### src/rtl/decoder_2_4_hold.sv
// Registered 2-to-4 decoder that holds its one-hot output for HOLD_CYCLES cycles per accepted code.
// Optional input parity check is enabled with `define DECODER_PARITY_EN.
module decoder_2_4_hold #(
   parameter int HOLD_CYCLES = 4,
   parameter int CNT_W       = 8
) (
   input  logic       clk,
   input  logic       rst_n,
   input  logic       in_valid,
   output logic       in_ready,
   input  logic [1:0] in_code,
`ifdef DECODER_PARITY_EN
   input  logic       in_par,
   output logic       par_err,
`endif
   output logic [3:0] y,
   output logic       y_valid,
   output logic       busy
);

   localparam logic [CNT_W-1:0] RELOAD = CNT_W'(HOLD_CYCLES - 1);

   typedef enum logic {IDLE, HOLD} state_t;

   state_t           state;
   logic [CNT_W-1:0] cnt;
   logic             accept;
   logic             par_ok;

   // Ready in the final hold cycle as well, so back-to-back codes see no zero gap.
   assign in_ready = (state == IDLE) || (cnt == '0);
   assign accept   = in_valid && in_ready;

`ifdef DECODER_PARITY_EN
   assign par_ok = ^{in_par, in_code};
`else
   assign par_ok = 1'b1;
`endif

   always_ff @(posedge clk or negedge rst_n) begin
      if (!rst_n) begin
         state   <= IDLE;
         cnt     <= '0;
         y       <= 4'b0000;
         y_valid <= 1'b0;
         busy    <= 1'b0;
`ifdef DECODER_PARITY_EN
         par_err <= 1'b0;
`endif
      end else begin
`ifdef DECODER_PARITY_EN
         par_err <= 1'b0;
`endif
         if (accept) begin
            if (par_ok) begin
               state   <= HOLD;
               cnt     <= RELOAD;
               y       <= 4'b0001 << in_code;
               y_valid <= 1'b1;
               busy    <= 1'b1;
            end else begin
               // Bad parity: the code is consumed but never decoded.
               state   <= IDLE;
               cnt     <= '0;
               y       <= 4'b0000;
               y_valid <= 1'b0;
               busy    <= 1'b0;
`ifdef DECODER_PARITY_EN
               par_err <= 1'b1;
`endif
            end
         end else if (state == HOLD) begin
            if (cnt == '0) begin
               state   <= IDLE;
               y       <= 4'b0000;
               y_valid <= 1'b0;
               busy    <= 1'b0;
            end else begin
               cnt <= cnt - CNT_W'(1);
            end
         end
      end
   end

endmodule

### config.mk
export PLATFORM = sky130hd
export DESIGN_NAME = decoder_2_4_hold
export DESIGN_NICKNAME = d
export VERILOG_FILES = /design/src/rtl/decoder_2_4_hold.sv
export SDC_FILE = /design/constraint.sdc
export NUM_CORES = 1
export LEC_CHECK = 0
export ABC_AREA = 1
export BUFFER_PORTS_ARGS = -buffer_cell sky130_fd_sc_hd__buf_2
export CORE_MARGIN = 8
export CORE_UTILIZATION = 50
export DETAILED_ROUTE_END_ITERATION = 7
export GPL_ROUTABILITY_DRIVEN = 0
export PLACE_DENSITY = 0.77
export SLEW_MARGIN = 0
export SYNTH_ARGS = -nofsm -noshare
export SYNTH_HDL_FRONTEND = slang
export SYNTH_SLANG_ARGS = --single-unit
### constraint.sdc
create_clock -name clk -period 1.4 [get_ports clk]
set_input_delay 0 -clock clk [delete_from_list [all_inputs] [get_ports clk]]
set_output_delay 0 -clock clk [all_outputs]
set_load 0.02 [all_outputs]
# --- Word-level counts from Yosys, hierarchy flattened ---
# Index checks and enable logic that the tools add are counted.
word_totals:
  ff_bits: 14
  latch_bits: 0
  mem_bits_rw: 0
  romBits: 0
  input_bits: 5
  output_inout_bits: 7
  word_cells: 27
  mem_count: 0
classes:
  add_sub_neg: 1
  mul: 0
  div: 0
  order_cmp: 0
  n_eq_ne: 1
  shift: 1
  mux: 12
  n_bitwise: 1
  n_reduce_logical: 7
ops:
  columns: ["op", "count"]
  rows:
  - ["$mux 8", 3]
  - ["$mux 4", 3]
  - ["$logic_not 8->1", 1]
  - ["$sub 8x1->8 const B", 1]
  - ["$mux 1", 6]
  - ["$reduce_and 2->1", 2]
  - ["$reduce_bool 2->1", 2]
  - ["$shl 1x2->4 const A", 1]
  - ["$ne 2x2->1 const B", 1]
  - ["$logic_and 1x1->1", 1]
  - ["$logic_or 1x1->1", 1]
  - ["$not 1->1", 1]

# --- Depth between registers and ports, before layout ---
# Gate-level depths: netlist (run 1).
depth:
  depth_word: 5
  depth_mapped: 9
  ltp_nobuf: 9

# --- Least setup slack after synthesis (run 1) ---
# Ideal clock, no wire load.
synth_timing:
  kind: "reg-to-reg"
  startpoint: "reg cnt[1]"
  endpoint: "reg cnt[1]"
  setup_ns: 0.117
  arrival_time_ns: 1.186
  t_required_ns: 1.283
  path_slack_ns: 0.097
  stages_incl_launch_ff: 10
  n_path_buf: 0
  synth_period_minus_slack_ns: 1.303
  path_cell_list: "dfrtp_1 -> inv_1 -> ha_1 -> inv_1 -> nor2_2 -> nand2_4 -> nand2_4 -> nand2_2 -> o21ai_1 -> inv_1"
synth_via:
  elab_chain_cells: 5
  elab_cells_between_ends: 10
  cone_classes: "add/sub: 1; eq/ne: 1; mux: 3; reduce/logical: 5"
synth_lines:
  columns: ["element", "line", "rtl"]
  rows:
  - ["from (decl)", "26", "logic [CNT_W-1:0] cnt;"]
  - ["from (signal assigned)", "79", "cnt <= cnt - CNT_W'(1);"]
  - ["$logic_not 8->1 (*)", "31", "assign in_ready = (state == IDLE) || (cnt == '0);"]
  - ["$logic_or 1x1->1 (*)", "31", null]
  - ["net in_ready", "10", "output logic in_ready,"]
  - ["$logic_and 1x1->1 (*)", "32", "assign accept = in_valid && in_ready;"]
  - ["$ne 2x2->1 (no source line) or $reduce_bool 2->1 (tied branches)", null, null]
  - ["$reduce_and 2->1 (no source line)", null, null]
# The timed path passes the listed nets; every way through them passes the cells marked *. The select of a mux whose other input is x is not followed.
# A chain may end at the register's enable or synchronous reset.

# --- Worst setup path after layout (run 1) ---
layout_timing:
  startpoint: "reg cnt[1]"
  endpoint: "out in_ready"
layout_via:
  elab_chain_cells: 2
layout_lines:
  columns: ["element", "line"]
  rows:
  - ["$logic_not 8->1", "31"]
  - ["$logic_or 1x1->1", "31"]
  - ["to (decl)", "10"]
# Every way passes these cells.

==> reports/results.ini, run 1 <==
[critical_path]
critPathTopFamily = flip-flops
r2r_cells = 8
critPathLaunchType = flip-flop
crit_required_ns = 1.40
slowest_stage = dfrtp_1
r2r-start = cnt[1]$_DFFE_PN0P_
regToRegSetupSlack_ns = 0.08
cpPeakStageDelay_ns = 0.40
reg2reg_to = y[2]$_DFFE_PN0P_
cp_data_arrival_time_ns = 1.37
critPathKind = reg2out
crit_fanout = 6
crit_chain = inv_2 -> ha_4 -> inv_1 -> nor2_2 -> nand2_4 -> nand2_4 -> buf_6
critPathMostFrequentCell = nand2_4
crit_buf_inv = 3
worst_setup_path_end_kind = primary output

[pwr]
p_per_area_nw_per_um2 = 1130
leakage_nw = 0.576
power_mw = 1.11
vdd_drop_max_mv = 0.767

[hold_path]
hold_path_class = in2reg
holdCritStartpoint = in_valid
hold_path_end = busy$_DFFE_PN0P_
min_path_cells = 3

[final_layout]
regArea_um2 = 350
multi_input_area_um2 = 374
nFillCells = 115
area_growth_pct = 26.2
num_antenna_cells = 0
drive_gt1_share_pct = 32.8
nNetsFinal = 130

[synth]
syn_area_um2 = 777
syn-instance-count = 99
synth_nets = 106
avgSynthCellArea_um2 = 7.85
yosys_register_bits = 14
synth.distinct_cells = 17
yosysSeqAreaShare_pct = 45.1
yosys_warnings = 0

[placement]
io_buffers = 11
dp_hpwl_um = 1270
pre_cts_ws_ns = 0.0371

[clock_network]
clk_path_buf_depth = 2
root_buffer = clkbuf_4
clock_sink_count = 14
clk_pin_slew_worst_paths_ns = 0.09
cts_buffers = 3
insertion_delay_ns = 0.28
htreeDepth = 1
cts_tree = done

[floorplan]
num_rows = 14
start_util_pct = 52.2
top_level_ports = 12
fp.dieW_um = 55.4
die-area_um2 = 3070
core_area_um2 = 1490
die_h_um = 55.4

[routing]
dr.pass1.iters = 5
ant_nets = 0
wire_per_inst_um = 12.7
wl_um = 1750
via_per_inst = 5.08
routed-via-count = 701
drc_errors = 0
drt-initial-drc-count = 11

[timing]
finalSetupTns_ns = 0
min_period_ns = 1.37
hold_viol = 0
fin_ws_ns = 0.0333
finClkSkew_ns = 0.00127
tightest_slew_ns = 0.325
fmax_mhz = 732
fin_crit_sh_pct = 97.6
slew_headroom_pct = 78.4
setup_violations = 0
drv_slew = 0
rsz0062_at_grt = true

[global_routing]
grt_max_degree = 15
track_usage_pct = 11.1
grt_first_pass_wirelength_um = 2880
grt_overflow_total = 0
antenna_found_initial = 0
grt_pass1_vias = 653

[job]
drv_cap = 0

[run_status]
status = completed

## routing by layer
layer / global-route usage, % / wire [um] / vias to the layer above
li1: - / - / 354
met1: 12.5 / 819 / 328
met2: 19.1 / 839 / 15
met3: 3.42 / 62 / 4
met4: 4.23 / 27 / 0
met5: 0 / 0 / -
## where the power goes
| group | switching [mW] | leakage [nW] | internal [mW] | total, mW |
|---|---|---|---|---|
| combinational | 0.165 | 0.385 | 0.124 | 0.289 |
| sequential | 0.0600 | 0.170 | 0.466 | 0.526 |
| clock | 0.134 | 0.0210 | 0.158 | 0.292 |
## worst reg2reg max path: stages (launching register included)
cell and delay, ns:
dfrtp_1 0.40, inv_2 0.09, ha_4 0.13, nand3_1 0.11, nor2_2 0.17, nor2_4 0.08
nor2_4 0.14, nand3_1 0.09, nand2_1 0.07
## through the flow
stage	instance area (um^2)	util [%]	hold slack, ns	cells
final	981	65.9	0.0635	138
after global routing	981	65.9	0.0692	138
after CTS	932	62.6	0.0599	134
after detailed placement	852	57.2	-0.0857	126
after global placement	852	57.2	-0.0879	126
after floorplan	777	-	-0.296	99
## flip-flops by register name, indices dropped and copies added, names as in the netlist
register / cells
cnt: 8
y: 4
busy: 1
state: 1
## cells in the final DEF, fill, tap and decap left out, types with 2 or more instances in the layout
master,count
buf_2,10
buf_4,6
dlygate4sd3_1,3
nor2_1,6
nand2_4,2
nor2_4,2
nand2_2,3
o21ai_2,2
nand4_1,3
inv_2,5
nand3_1,14
clkbuf_4,3
nor2_2,4
inv_1,12
nand2_1,26
dfrtp_1,14
## cells in the mapped netlist
cell type | number | area share [%]
buf_4 | 1 | 0.97
dfrtp_1 | 14 | 45
ha_1 | 2 | 3.2
inv_1 | 13 | 6.3
inv_2 | 4 | 1.9
nand2_1 | 26 | 13
nand2_2 | 3 | 2.4
nand2_4 | 2 | 2.9
nand3_1 | 14 | 9.0
nand3b_1 | 1 | 0.97
nand4_1 | 3 | 2.4
nor2_1 | 7 | 3.4
nor2_2 | 3 | 2.4
nor2_4 | 2 | 2.9
o21ai_1 | 2 | 1.3
o21ai_2 | 1 | 1.1
xor2_1 | 1 | 1.1
## cells by family (layout without fill, tap and decap cells)
family,Yosys count,count (layout),synth area share (%)
adders and majority gates,2,2,3.22
xor gates and xnor gates,1,1,1.13
and+or+nand+nor,61,61,39.0
DFF,14,14,45.1
AOI/OAI and AO/OA,3,3,2.42
buffers and inverters,18,41,9.18
## final cells by class
class / count / share of cell area, %
multi-input cells: 67 / 38.1
flip-flops and latches: 14 / 35.7
repair buffers: 20 / 13.9
inverters: 17 / 6.51
clock buffers: 4 / 3.70
well taps: 16 / 2.04
## repair_timing
| action | 4_1_cts | 5_1_grt |
|---|---|---|
| pin swaps | 0 | 3 |
| gates cloned | 0 | 0 |
| endpoints found under the hold margin | 17 | 0 |
| buffers inserted | 1 | 4 |
| hold buffers | 3 | 0 |
| resized for setup | 2 | 5 |
| setup endpoints to repair | 1 | 14 |
## worst max-delay path by stage
stage                     slack [ns]  cells past startpoint                  to          startpoint
after global placement          0.07                      9    busy$_DFFE_PN0P_  cnt[1]$_DFFE_PN0P_
after CTS                      0.002                      7            in_ready  cnt[1]$_DFFE_PN0P_
after detailed placement        0.04                      9  cnt[1]$_DFFE_PN0P_  cnt[1]$_DFFE_PN0P_
after floorplan                  0.1                      9  cnt[1]$_DFFE_PN0P_  cnt[1]$_DFFE_PN0P_
final                           0.03                      7            in_ready  cnt[1]$_DFFE_PN0P_
after global routing           -0.05                      7            in_ready  cnt[1]$_DFFE_PN0P_
No activity file was read; power rests on OpenSTA's default activity.
==> run 2, diff against run 1 <==
Settings changed: ABC_AREA 1 to 0, CORE_MARGIN 8 to 2, PLACE_DENSITY 0.77 to 0.76.
==> reports/results.ini, run 2 <==
[final_layout]
area_growth_pct = 39.4
reg.largest.list = cnt: 8 flops, y: 4 flops
nNetsFinal = 128  ; -1.5%
num_antenna_cells = 0  ; unchanged
top_register = cnt
final_common_cell = buf_4
largest_register_ffs = 8  ; unchanged
nFillCells = 103  ; -10%
layout_common_cells = 20 x buf_4, 14 x dfrtp_1, 10 x buf_2
drive_gt1_share_pct = 43.3  ; +11 points

[timing]
finClkSkew_ns = 0.00308  ; +0.00181 ns
slew_headroom_pct = 77.6  ; -0.75 points
min_period_ns = 1.66  ; +0.296 ns
tightest_slew_ns = 0.335  ; +0.0100 ns
hold_viol = 0  ; unchanged
drv_slew = 0  ; unchanged
finalSetupTns_ns = -1.71  ; -1.71 ns
setup_violations = 14  ; +14
fmax_mhz = 601  ; -18%
fin_ws_ns = -0.263  ; -0.296 ns
fin_crit_sh_pct = 119  ; +21 points
rsz0062_at_grt = true

[synth]
yosysSeqAreaShare_pct = 41.7  ; -3.4 points
synth_edf_count = 0  ; unchanged
async_flop_share_pct = 100  ; unchanged
synth_top_area_share_pct = 41.7  ; -3.4 points
syn_area_um2 = 841  ; +8.2%
synth.distinct_cells = 38  ; +21
synthFlopType = dfrtp_1
synth_area_leader_cell = dfrtp_1
synth_most_common_cell = dfrtp_1
synth_nets = 94  ; -11%
yosys_warnings = 0  ; unchanged
synth_area_leaders = dfrtp_1 42%, nand2b_1 3.7%, a221o_1 3.6%
syn-instance-count = 87  ; -12%
avgSynthCellArea_um2 = 9.66  ; +23%
synthTopCellsByCount = 14 x dfrtp_1, 8 x nor2_1, 5 x nand2b_1
yosys_register_bits = 14  ; unchanged

[global_routing]
grt_max_degree = 17  ; +2
antenna_found_initial = 0  ; unchanged
grt_first_pass_wirelength_um = 3520  ; +22%
grt_pass1_vias = 767  ; +17%
grt_overflow_total = 0  ; unchanged
track_usage_pct = 24.6  ; +13 points

[run_status]
violations = setup timing
status = complete, but fails checks

[routing]
wl_um = 2200  ; +26%
wire_per_inst_um = 16.2  ; +28%
via_per_inst = 5.97  ; +18%
drt-initial-drc-count = 24  ; +13
dr.pass1.iters = 4  ; -1
routed-via-count = 812  ; +16%
drc_errors = 0  ; unchanged
ant_nets = 0  ; unchanged

[pwr]
power_mw = 0.761  ; -31%
p_per_area_nw_per_um2 = 649  ; -42%
vdd_drop_max_mv = 0.494  ; -36%
leakage_nw = 0.497  ; -14%

[critical_path]
critPathLaunchType = flip-flop
worst_setup_path_end_kind = flip-flop
crit_required_ns = 1.62  ; +0.22 ns
crit_fanout = 3  ; -3
cp_data_arrival_time_ns = 1.88  ; +0.51 ns
critPathKind = reg2reg

[placement]
pre_cts_ws_ns = -0.253  ; -0.290 ns
dp_hpwl_um = 1450  ; +14%
io_buffers = 11  ; unchanged

[clock_network]
clock_sink_count = 14  ; unchanged
root_buffer = clkbuf_4
clk_pin_slew_worst_paths_ns = 0.09  ; about the same
cts_buffers = 3  ; unchanged
insertion_delay_ns = 0.29  ; about the same
htreeDepth = 1  ; unchanged
cts_tree = done
clk_path_buf_depth = 2  ; unchanged

[floorplan]
top_level_ports = 12  ; unchanged
num_rows = 14  ; unchanged
start_util_pct = 54.5  ; +2.4 points
core_area_um2 = 1540  ; +3.5%
die_h_um = 45.0  ; -19%
die-area_um2 = 2030  ; -34%
fp.dieW_um = 45.0  ; -19%

[hold_path]
hold_path_class = in2reg

[job]
drv_cap = 0  ; unchanged

[run 2: changes by cell type after synthesis, sizes merged, moves of 3 or more]
| cell | change |
|---|---|
| a21oi | +3 |
| a221o | +3 |
| inv | -13 |
| mux2i | +3 |
| nand2 | -27 |
| nand2b | +5 |
| nand3 | -10 |
| nor2 | -4 |
| nor2b | +4 |
[run 2: final cells by class]
class,count,area (um^2),share of cell area (%)
Multi-Input combinational cell,66,529,45.1
Sequential cell,14,350,29.9
Timing Repair Buffer,32,221,18.9
Clock buffer,4,36.3,3.09
Tap cell,16,20.0,1.71
Inverter,4,15.0,1.28
[run 2: logic make-up after synthesis]
kind of cell / share of synthesized area [%]
adder cells (fa/ha/maj): 2.98
multiplexers: 3.57
flip-flops: 41.7
buffers and inverters: 3.57
XOR/XNOR: 1.04
AO/OA/AOI/OAI: 17.3
AND/OR/NAND/NOR: 29.9
[run 2: stage by stage]
step	cells	instance area [um^2]	util, %	hold slack, ns
4_1_cts	133	1100	71.5	0.0973
3_3_place_gp	126	1010	65.7	-0.0877
6_report	136	1170	76.1	0.0984
5_1_grt	136	1170	76.1	0.125
2_1_floorplan	87	841	-	-0.296
3_5_place_dp	126	1010	65.7	-0.0822
[run 2: critical path, stage by stage (launching register included)]
cell and delay (ns):
dfrtp_1 0.40, inv_2 0.11, ha_4 0.14, or3b_4 0.39, or4_4 0.43, o211ai_2 0.14
[run 2: final timing paths]
check / from / to / slack [ns] / cells past startpoint
max: cnt[0]$_DFFE_PN0P_ / cnt[6]$_DFFE_PN0P_ / -0.26 / 5
min: in_valid / state$_DFF_PN0_ / 0.1 / 2
max reg2reg: cnt[0]$_DFFE_PN0P_ / cnt[6]$_DFFE_PN0P_ / -0.26 / 5
min reg2reg: y[1]$_DFFE_PN0P_ / y[1]$_DFFE_PN0P_ / 0.56 / 1
max in group asynchronous: rst_n / cnt[4]$_DFFE_PN0P_ / 1.02 / 2
min in group asynchronous: rst_n / busy$_DFFE_PN0P_ / 0.13 / 2
[run 2: repair_timing]
item	4_1_cts	5_1_grt
pin swaps	1	5
endpoints found under the hold margin	14	0
hold buffers	1	0
endpoints found under the setup margin	14	15
gates resized for setup	7	9
setup buffers	2	3
[run 2: per-layer routing]
layer	vias to the layer above	routed length [um]	share of wire, %	GRT usage (%)
li1	389	-	-	-
met1	400	973	44	31.5
met2	18	1090	50	40.3
met3	5	91	4.1	4.80
met4	0	40	1.8	10.6
met5	-	0	0	0
[run 2: where the power goes]
group / switching (mW) / leakage (nW) / internal (mW) / total, mW
registers: 0.00273 / 0.153 / 0.407 / 0.410
logic: 0.0301 / 0.322 / 0.0195 / 0.0496
clock network: 0.143 / 0.0210 / 0.159 / 0.301
total: 0.175 / 0.497 / 0.585 / 0.761
==> run 3, diff against run 2 <==
Settings changed: TNS_END_PERCENT set to 30.
==> reports/results.ini, run 3 (same netlist as run 2, synthesis figures left out) <==
[global_routing]
antenna_found_initial = 0  ; unchanged
track_usage_pct = 22.7  ; -1.9 points
grt_first_pass_wirelength_um = 3260  ; -7.5%
grt_overflow_total = 0  ; unchanged
grt_pass1_vias = 703  ; -8.3%
grt_max_degree = 17  ; unchanged

[timing]
finalSetupTns_ns = -1.47  ; +0.249 ns
drv_slew = 0  ; unchanged
slew_headroom_pct = 73.1  ; -4.5 points
min_period_ns = 1.64  ; -0.0227 ns
fin_ws_ns = -0.240  ; +0.0227 ns
tightest_slew_ns = 0.403  ; +0.0679 ns
setup_violations = 14  ; unchanged
finClkSkew_ns = 0.00291  ; -0.000175 ns
hold_viol = 0  ; unchanged
fmax_mhz = 610  ; +1.4%
rsz0062_at_grt = true
fin_crit_sh_pct = 117  ; -1.6 points

[clock_network]
insertion_delay_ns = 0.28  ; about the same
clock_sink_count = 14  ; unchanged
cts_tree = done
clk_path_buf_depth = 2  ; unchanged
root_buffer = clkbuf_4
clk_pin_slew_worst_paths_ns = 0.09  ; about the same
htreeDepth = 1  ; unchanged
cts_buffers = 3  ; unchanged

[final_layout]
area_growth_pct = 33.9
final_common_cell = buf_4
nNetsFinal = 124  ; -3.1%
top_register = cnt
nFillCells = 125  ; +21%
regArea_um2 = 350  ; unchanged
post-route-cell-area_um2 = 1130  ; -3.9%
num_antenna_cells = 0  ; unchanged
layout_common_cells = 16 x buf_4, 14 x dfrtp_1, 10 x buf_2
reg.largest.list = cnt: 8 flops, y: 4 flops
drive_gt1_share_pct = 40.5  ; -2.8 points
largest_register_ffs = 8  ; unchanged
instances_no_fill = 132  ; -2.9%
multi_input_area_um2 = 513  ; -3.1%

[floorplan]
die_h_um = 45.0  ; unchanged
die-area_um2 = 2030  ; unchanged
core_area_um2 = 1540  ; unchanged
top_level_ports = 12  ; unchanged
fp.dieW_um = 45.0  ; unchanged
start_util_pct = 54.5  ; unchanged
num_rows = 14  ; unchanged

[critical_path]
critPathKind = reg2reg
worst_setup_path_end_kind = flip-flop
crit_chain = inv_2 -> ha_4 -> or3b_4 -> or4_4 -> o211ai_2
reg2reg_to = cnt[6]$_DFFE_PN0P_
crit_fanout = 3  ; unchanged
slowest_stage = or4_4
crit_required_ns = 1.61  ; about the same
regToRegSetupSlack_ns = -0.24  ; +0.02 ns
cp_data_arrival_time_ns = 1.85  ; -0.03 ns
critPathLaunchType = flip-flop
r2r_cells = 5  ; unchanged
r2r-start = cnt[1]$_DFFE_PN0P_
cpPeakStageDelay_ns = 0.42  ; about the same

[pwr]
vdd_drop_max_mv = 0.634  ; +28%
p_per_area_nw_per_um2 = 669  ; +3.1%
power_mw = 0.754  ; -0.95%
leakage_nw = 0.477  ; -4.0%

[hold_path]
hold_path_class = in2reg
min_path_cells = 2  ; unchanged
holdCritStartpoint = in_valid
hold_path_end = state$_DFF_PN0_

[placement]
io_buffers = 11  ; unchanged
dp_hpwl_um = 1380  ; -4.7%
dp.cells = 125  ; -0.79%
pre_cts_ws_ns = -0.263  ; -0.0106 ns
placed_cell_area_um2 = 1010  ; -0.74%

[run_status]
status = complete, but fails checks
violations = setup timing

[routing]
drc_errors = 0  ; unchanged
via_per_inst = 5.83  ; -2.4%
wl_um = 1940  ; -12%
ant_nets = 0  ; unchanged
dr.pass1.iters = 6  ; +2
routed-via-count = 769  ; -5.3%
drt-initial-drc-count = 18  ; -25%
wire_per_inst_um = 14.7  ; -9.3%

[job]
drv_cap = 0  ; unchanged

==> run 3: changes by cell type in the layout (fill, tap and decap cells not counted) <==
cell	change
buf_4	-4
o311ai_1	+1
o311ai_2	-1
nor4_2	+1
nor4_4	-1
==> run 3: layer usage <==
| layer | up-vias | track usage, % | share of wire [%] |
|---|---|---|---|
| met5 | - | 0 | 0 |
| met2 | 20 | 34.6 | 46 |
| met1 | 366 | 32.3 | 48 |
| met3 | 4 | 4.80 | 4.2 |
| met4 | 0 | 7.06 | 1.2 |
| li1 | 379 | - | - |
==> run 3: critical path, delay by kind of cell (launching register included) <==
family	cells	cell delay, ns
buffers and inverters	1	0.10
AND/OR/NAND/NOR	2	0.80
AO/OA/AOI/OAI	1	0.14
flip-flops	1	0.40
adder cells (fa/ha/maj)	1	0.14
==> run 3: what timing repair did <==
item / in CTS / in global routing
resized for setup: 6 / 8
setup buffers: 2 / 0
pin swaps: 2 / 5
hold endpoints to repair: 14 / 0
hold buffers: 1 / 0
setup endpoints to repair: 14 / 15
==> run 3: worst max path at each step <==
stage | from | to | cells after the start
floorplan | cnt[0]$_DFFE_PN0P_ | cnt[6]$_DFFE_PN0P_ | 5
global placement | cnt[0]$_DFFE_PN0P_ | cnt[6]$_DFFE_PN0P_ | 5
detailed placement | cnt[0]$_DFFE_PN0P_ | cnt[6]$_DFFE_PN0P_ | 5
CTS | cnt[1]$_DFFE_PN0P_ | in_ready | 6
global route | cnt[1]$_DFFE_PN0P_ | cnt[6]$_DFFE_PN0P_ | 5
finish | cnt[1]$_DFFE_PN0P_ | cnt[6]$_DFFE_PN0P_ | 5
==> run 3: per-stage QoR <==
stage,hold slack [ns],util [%]
floorplan,-0.296,-
global placement,-0.0884,65.3
detailed placement,-0.0832,65.3
CTS,0.102,70.8
global route,0.116,73.1
finish,0.105,73.1
==> run 3: layout make-up <==
cell class | instances | area share [%]
Multi-Input combinational cell | 66 | 45.6
Sequential cell | 14 | 31.1
Timing Repair Buffer | 28 | 17.0
Clock buffer | 4 | 3.22
Tap cell | 16 | 1.78
Inverter | 4 | 1.33
==> run 3: report_power, final <==
group          switching, mW  internal (mW)
Clock                  0.137          0.158
Combinational         0.0292         0.0195
Sequential           0.00237          0.407
Total                  0.169          0.585
